<file path="config.mk">
export PLATFORM = sky130hd
export DESIGN_NAME = writeback_stage
export DESIGN_NICKNAME = d
export VERILOG_FILES = /design/src/rtl/writeback_stage_pkg.sv /design/src/rtl/writeback_stage_load_align.sv /design/src/rtl/writeback_stage.sv
export SDC_FILE = /design/constraint.sdc
export NUM_CORES = 1
export LEC_CHECK = 0
export BUFFER_PORTS_ARGS = -buffer_cell sky130_fd_sc_hd__buf_2
export CAP_MARGIN = 20
export CORE_ASPECT_RATIO = 1.4
export CORE_MARGIN = 2
export CORE_UTILIZATION = 46
export CTS_CLUSTER_SIZE = 12
export DETAILED_ROUTE_END_ITERATION = 10
export PLACE_DENSITY = 0.76
export SETUP_SLACK_MARGIN = 0.15
export SYNTH_ARGS = -nofsm -noshare
export SYNTH_HDL_FRONTEND = slang
export SYNTH_SLANG_ARGS = --single-unit
</file>
<file path="constraint.sdc">
create_clock -name clk -period 2.15 [get_ports clk]
set_input_delay 0.215 -clock clk [delete_from_list [all_inputs] [get_ports clk]]
set_output_delay 0.215 -clock clk [all_outputs]
set_load 0.02 [all_outputs]
</file>
<file path="src/rtl/writeback_stage_pkg.sv">
// Shared core definitions for the writeback stage.
//   - XLEN: architectural register width.
//   - Load funct3 encodings used by the load aligner.
//   - Writeback FSM state type.
//   - Captured-load context record, filled when a load is accepted.
package writeback_stage_pkg;

  localparam int XLEN = 32;

  localparam logic [2:0] F3_LB  = 3'b000;
  localparam logic [2:0] F3_LH  = 3'b001;
  localparam logic [2:0] F3_LW  = 3'b010;
  localparam logic [2:0] F3_LBU = 3'b100;
  localparam logic [2:0] F3_LHU = 3'b101;

  typedef enum logic {
    WB_IDLE      = 1'b0,
    WB_WAIT_LOAD = 1'b1
  } wb_state_e;

  typedef struct packed {
    logic       rd_write;
    logic [4:0] rd_addr;
    logic [2:0] funct3;
    logic [1:0] addr_low;
  } load_ctx_t;

endpackage

</file>
<file path="src/rtl/writeback_stage_load_align.sv">
// load_align: selects and extends the loaded byte/half/word.
// Ports:
//   funct3   in  3   load width/sign code
//   addr_low in  2   effective address bits [1:0]
//   raw      in  32  aligned word from data memory
//   ext_data out 32  sign/zero-extended register value
// Halves are selected by addr_low[1] only; misalignment is not trapped here.
// Reserved codes (011/110/111) fall through to a full-word load.
module load_align
  import writeback_stage_pkg::*;
(
  input  logic [2:0]      funct3,
  input  logic [1:0]      addr_low,
  input  logic [XLEN-1:0] raw,
  output logic [XLEN-1:0] ext_data
);

  logic [7:0]  sel_byte;
  logic [15:0] sel_half;

  assign sel_byte = raw[8*addr_low +: 8];
  assign sel_half = addr_low[1] ? raw[31:16] : raw[15:0];

  // NOTE: the output gets a default before the case so every path assigns it;
  // a missed branch in always_comb would otherwise infer a latch.
  always_comb begin
    ext_data = raw;
    case (funct3)
      F3_LB:   ext_data = {{24{sel_byte[7]}}, sel_byte};
      F3_LH:   ext_data = {{16{sel_half[15]}}, sel_half};
      F3_LBU:  ext_data = {24'b0, sel_byte};
      F3_LHU:  ext_data = {16'b0, sel_half};
      default: ext_data = raw;
    endcase
  end

endmodule

</file>
<file path="src/rtl/writeback_stage.sv">
// writeback_stage: final pipeline stage. Retires memory-stage instructions,
// completes the single outstanding load, drives the register-file write
// port and counts retired instructions.
// Ports:
//   clk, rst                   clock, async active-low reset
//   memValid/memIsLoad/...     retiring instruction from the memory stage
//   dmemRspValid, dmemRdata    load response (single-cycle pulse)
//   stall                      combinational hold request to upstream
//   rdWrite, rdAddr, rdData    registered register-file write port
//   instret                    64-bit retired-instruction counter
module writeback_stage
  import writeback_stage_pkg::*;
(
  input  logic            clk,
  input  logic            rst,
  input  logic            memValid,
  input  logic            memIsLoad,
  input  logic            memRdWrite,
  input  logic [4:0]      memRdAddr,
  input  logic [2:0]      memFunct3,
  input  logic [1:0]      memAddrLow,
  input  logic [XLEN-1:0] memAluResult,
  input  logic            dmemRspValid,
  input  logic [XLEN-1:0] dmemRdata,
  output logic            stall,
  output logic            rdWrite,
  output logic [4:0]      rdAddr,
  output logic [XLEN-1:0] rdData,
  output logic [63:0]     instret
);

  wb_state_e       state, state_next;
  load_ctx_t       load_ctx;
  logic            accept;
  logic [XLEN-1:0] load_data;

  load_align u_load_align (
    .funct3   (load_ctx.funct3),
    .addr_low (load_ctx.addr_low),
    .raw      (dmemRdata),
    .ext_data (load_data)
  );

  // Stall is held through the response cycle so the load owns the write
  // port that cycle; the waiting instruction is accepted the cycle after.
  assign stall  = (state == WB_WAIT_LOAD) && memValid;
  assign accept = memValid && !stall;

  always_comb begin
    state_next = state;
    case (state)
      WB_IDLE:      if (accept && memIsLoad) state_next = WB_WAIT_LOAD;
      WB_WAIT_LOAD: if (dmemRspValid)        state_next = WB_IDLE;
      default:      state_next = WB_IDLE;
    endcase
  end

  // NOTE: sequential state uses non-blocking assignments so every register
  // samples pre-edge values, independent of statement order.
  always_ff @(posedge clk or negedge rst) begin
    if (!rst) begin
      state    <= WB_IDLE;
      load_ctx <= '0;
      rdWrite  <= 1'b0;
      rdAddr   <= '0;
      rdData   <= '0;
      instret  <= '0;
    end else begin
      state   <= state_next;
      rdWrite <= 1'b0;
      case (state)
        WB_IDLE: begin
          if (accept) begin
            if (memIsLoad) begin
              load_ctx <= '{rd_write: memRdWrite, rd_addr: memRdAddr,
                            funct3: memFunct3, addr_low: memAddrLow};
            end else begin
              rdWrite <= memRdWrite && (memRdAddr != 5'd0);
              rdAddr  <= memRdAddr;
              rdData  <= memAluResult;
              instret <= instret + 64'd1;
            end
          end
        end
        WB_WAIT_LOAD: begin
          if (dmemRspValid) begin
            rdWrite <= load_ctx.rd_write && (load_ctx.rd_addr != 5'd0);
            rdAddr  <= load_ctx.rd_addr;
            rdData  <= load_data;
            instret <= instret + 64'd1;
          end
        end
        default: ;
      endcase
    end
  end

endmodule

</file>
==> metrics.md <==
| Metric | Value |
|---|---|
| Outcome | completed |
| CTS clk-pin slew, worst paths | around 0.05 ns |
| Share of cells above drive strength 1 | 0.395 |
| Area of the multi-input gates | between 2000 and 3000 um^2 |
| Switching Fraction | 0.307 |
| Port buffer count | 182 |
| DRC errors left | 0 |
| Flops & latches, synth | 114 |
| Largest net degree at the start of global routing | 64 |
| Top Metal Used | met4 |
| Chip Width | approximately 99 um |
| Mapped Area | ~5800 um^2 |
| Setup CP Type | reg -> reg |
| H-tree levels | 4 |
| Compound-gate portion of the synthesized area | 0.141 |
| Xor and xnor area share after synthesis | 0.0971 |
| Sequential Area | between 2000 and 3000 um^2 |
| # IOs | between 150 and 200 |
| DRT met1 WL | roughly 6.3 mm |
| Initial antenna violation count | 0 |
| Critical path endpoint category | register |
| Post-synth cell types | 45 |
| R2R Setup Slk | 0.17 ns |
| Final setup viols | 0 |
| CTS sink count | approximately 110 |
| DR WL/cell | 18.8 um |
| R2r endpoint | instret[61]$_DFFE_PN0P_ |
| RSZ-0062 raised after global routing | true |
| Tot Pwr | approximately 7.5 mW |
| Net Sw Power | about 2.3 mW |
| Met2 routed WL | slightly above 9 mm |
| First-pass DRT Iterations | 5 |
| Final hold vios | 0 |
| Hold_ws | between 0.015 and 0.02 ns |
| Simple-Gate Fraction of Synth Area | 0.181 |
| Final Skew | about 0.01 ns |
| Seq pwr share | 0.355 |
| Drt total wl | between 15 and 20 mm |
| Synthesized area per cell | approximately 11 um^2 |
| Adder-cell area share of the yosys netlist | 0.00217 |
| Leakage dissipation | 3.86 nW |
| Maximum clock path buffer count | 2 |
| Worst setup margin | around 0.17 ns |
| Crit path DAT | between 2 and 2.5 ns |
| VDD IR-drop max | 558 uV |
| Dpl cells | ~880 |
| Top FF cell, synth | dfrtp_1 |
| Global route overflow | 0 |
| First-pass GRT wire length | approximately 27 mm |
| Row count | 48 |
| Synth Instances | 547 |
| TritonCTS clock tree | built |
| Clk_lat worst skew | 0.41 ns |
| Worst-Margin Slew | 0.617 ns |
| Post-synth EDFFs | 0 |
| Vias in the first global route | around 5.4k |
| Met3 Wirelength | ~1.4 mm |
| Vias per cell | roughly 5.8 |
| Final Instance Count excl. Fillers | 918 |
| Fill cells | 1014 |
| Starting DRT DRC Count | around 260 |
| Root Buffer | clkbuf_16 |
| Vias | 5311 |
| Post-DRT Antenna Nets | 0 |
| Die Ht | 136 um |
| Core area | between 10000 and 15000 um^2 |
| Hold Path Class | in -> reg |
| Worst Setup SP | instret[6]$_DFFE_PN0P_ |
| Max-slew violation count | 0 |
| Main combinational cell family by area after synthesis | simple AND/OR/NAND/NOR gates |
| Critical Path End | instret[61]$_DFFE_PN0P_ |
| Seq/Total Area, Yosys | 0.495 |
| Min cycle time layout | just under 2 ns |
| HPWL Detailed | around 13 mm |
| Post-DP Area | 7020 um^2 |
| Area Growth Syn to Fin | 36.0% |
| Worst R2R Path Depth | 5 |
| CTS buffer count | 17 |
| Setup crit start kind | register |
| Pwr per Cell Area | about 960 nW/um^2 |
| Die area | ~13000 um^2 |
| Diode count | 0 |
| Total GRT Usage | 0.259 |
| F_max | 504 MHz |
| Max-slew headroom | 0.585 |
| Post-Place Worst Slack | -0.0370 ns |
| Max Cap Viol | 0 |
| Synth async-reset ratio | 1.00 |
| Worst r2r src | instret[6]$_DFFE_PN0P_ |
| Critical path required time | 2.44 ns |
| Fin nets | 836 |
| Period utilization | 0.923 |
| Mux share of post-synthesis cell area | 0.0578 |
| Combinational share of power | 0.242 |
| CP Max Fanout | 7 |
| GP Congestion | 0.914 |
| Clock share of power | 0.403 |
| Starting density of the core | 0.470 |
| Syn. warnings | 0 |
| Mapped Nets | between 600 and 700 |
| Finished Cell Area | between 7000 and 8000 um^2 |
| Int Pwr | 5.19 mW |
==> flip-flops by register name (all words and copies together), names as in the netlist <==
| signal | cells |
|---|---|
| rdWrite | 1 |
| instret | 64 |
| rdAddr | 5 |
| rdData | 32 |
| state | 1 |
| load_ctx | 11 |
==> worst max-delay path, stage by stage, from the launching register on <==
cell and delay (ns):
dfrtp_2 0.39, and3_4 0.21, nand4_4 0.13, or4_4 0.63, or3_4 0.37, xnor2_2 0.13
==> cell usage in the layout (no fill, tap or decap), types with 4 or more instances in the layout <==
| cell type | Yosys | final |
|---|---|---|
| buf_2 | 2 | 181 |
| dfrtp_1 | 114 | 109 |
| xnor2_1 | 43 | 43 |
| a21oi_1 | 41 | 41 |
| buf_4 | 0 | 38 |
| nand2_1 | 35 | 33 |
| nor2_1 | 31 | 30 |
| nand4_1 | 27 | 27 |
| nand3_1 | 26 | 24 |
| xor2_1 | 19 | 19 |
| clkbuf_16 | 0 | 17 |
| a221oi_1 | 16 | 16 |
| o21ai_0 | 14 | 14 |
| mux2i_1 | 13 | 13 |
| and3_1 | 16 | 13 |
| mux2_2 | 12 | 12 |
| nor3_1 | 12 | 9 |
| o21a_1 | 8 | 8 |
| a22o_1 | 8 | 8 |
| a22oi_1 | 8 | 8 |
| a21o_1 | 8 | 8 |
| and2_1 | 6 | 7 |
| o31a_1 | 7 | 7 |
| o221ai_1 | 7 | 7 |
| and4_1 | 7 | 6 |
| nor4_2 | 7 | 5 |
| clkinvlp_4 | 0 | 5 |
| dfrtp_2 | 0 | 5 |
| bufinv_16 | 0 | 4 |
==> timing repair <==
item,4_1_cts,5_1_grt
hold buffers,1,0
setup endpoints to repair,13,61
hold endpoints to repair,38,0
setup buffers,4,4
gates resized for setup,4,18
pin swaps,3,7
==> per-layer routing <==
layer / vias up / GRT usage
met4: 0 / 0.0936
met5: - / 0
li1: 2447 / -
met3: 25 / 0.0776
met1: 2592 / 0.286
met2: 247 / 0.469
==> worst min-delay path by stage <==
| stage | from | end | slack (ns) | cells past startpoint |
|---|---|---|---|---|
| final | dmemRspValid | state$_DFF_PN0_ | 0.02 | 2 |
| after CTS | dmemRspValid | state$_DFF_PN0_ | 0.008 | 2 |
| after detailed placement | rst | instret[46]$_DFFE_PN0P_ | 0.23 | 1 |
| after global routing | dmemRspValid | state$_DFF_PN0_ | 0.03 | 2 |
| after floorplan | rst | instret[0]$_DFFE_PN0P_ | -0.08 | 0 |
| after global placement | rst | instret[37]$_DFFE_PN0P_ | 0.22 | 1 |
==> Yosys cell counts (8+ instances only) <==
cell,n,area share
dfrtp_1,114,0.50
xnor2_1,43,0.065
a21oi_1,41,0.036
nand2_1,35,0.023
nor2_1,31,0.020
nand4_1,27,0.029
nand3_1,26,0.023
clkbuf_1,24,0.016
xor2_1,19,0.029
a221oi_1,16,0.024
and3_1,16,0.017
o21ai_0,14,0.012
mux2i_1,13,0.023
mux2_2,12,0.023
nor3_1,12,0.010
a21o_1,8,0.010
a22o_1,8,0.012
a22oi_1,8,0.010
o21a_1,8,0.010
==> power by group through the flow <==
stage               registers, mW  clock network [mW]  logic (mW)
floorplan                    2.98                   0       0.763
global placement             2.68                   0        1.73
detailed placement           2.69                   0        1.76
CTS                          2.66                3.06        1.78
global route                 2.70                3.14        1.96
finish                       2.66                3.02        1.81
==> cell families (layout without fill, tap and decap cells) <==
group | Yosys count | in the layout
xor+xnor | 63 | 63
compound gates | 120 | 120
flops | 114 | 114
fa+ha+maj | 1 | 1
buf+inv | 37 | 258
simple gates | 184 | 184
mux | 28 | 28
==> stage by stage <==
| stage | utilization | TNS (ns) |
|---|---|---|
| 3_3_place_gp | 0.573 | 0 |
| 4_1_cts | 0.630 | 0 |
| 6_report | 0.639 | 0 |
| 2_1_floorplan | - | 0 |
| 5_1_grt | 0.639 | 0 |
| 3_5_place_dp | 0.573 | -0.0370 |
==> final cells by class <==
class,instances,area share
clock buffer,20,0.0583
inverter,4,0.00240
timing repair buffer,222,0.157
clock inverter,12,0.0232
multi-input combinational,396,0.370
tap,150,0.0240
sequential,114,0.365
Note: power is estimated with default switching activity, not from simulation.
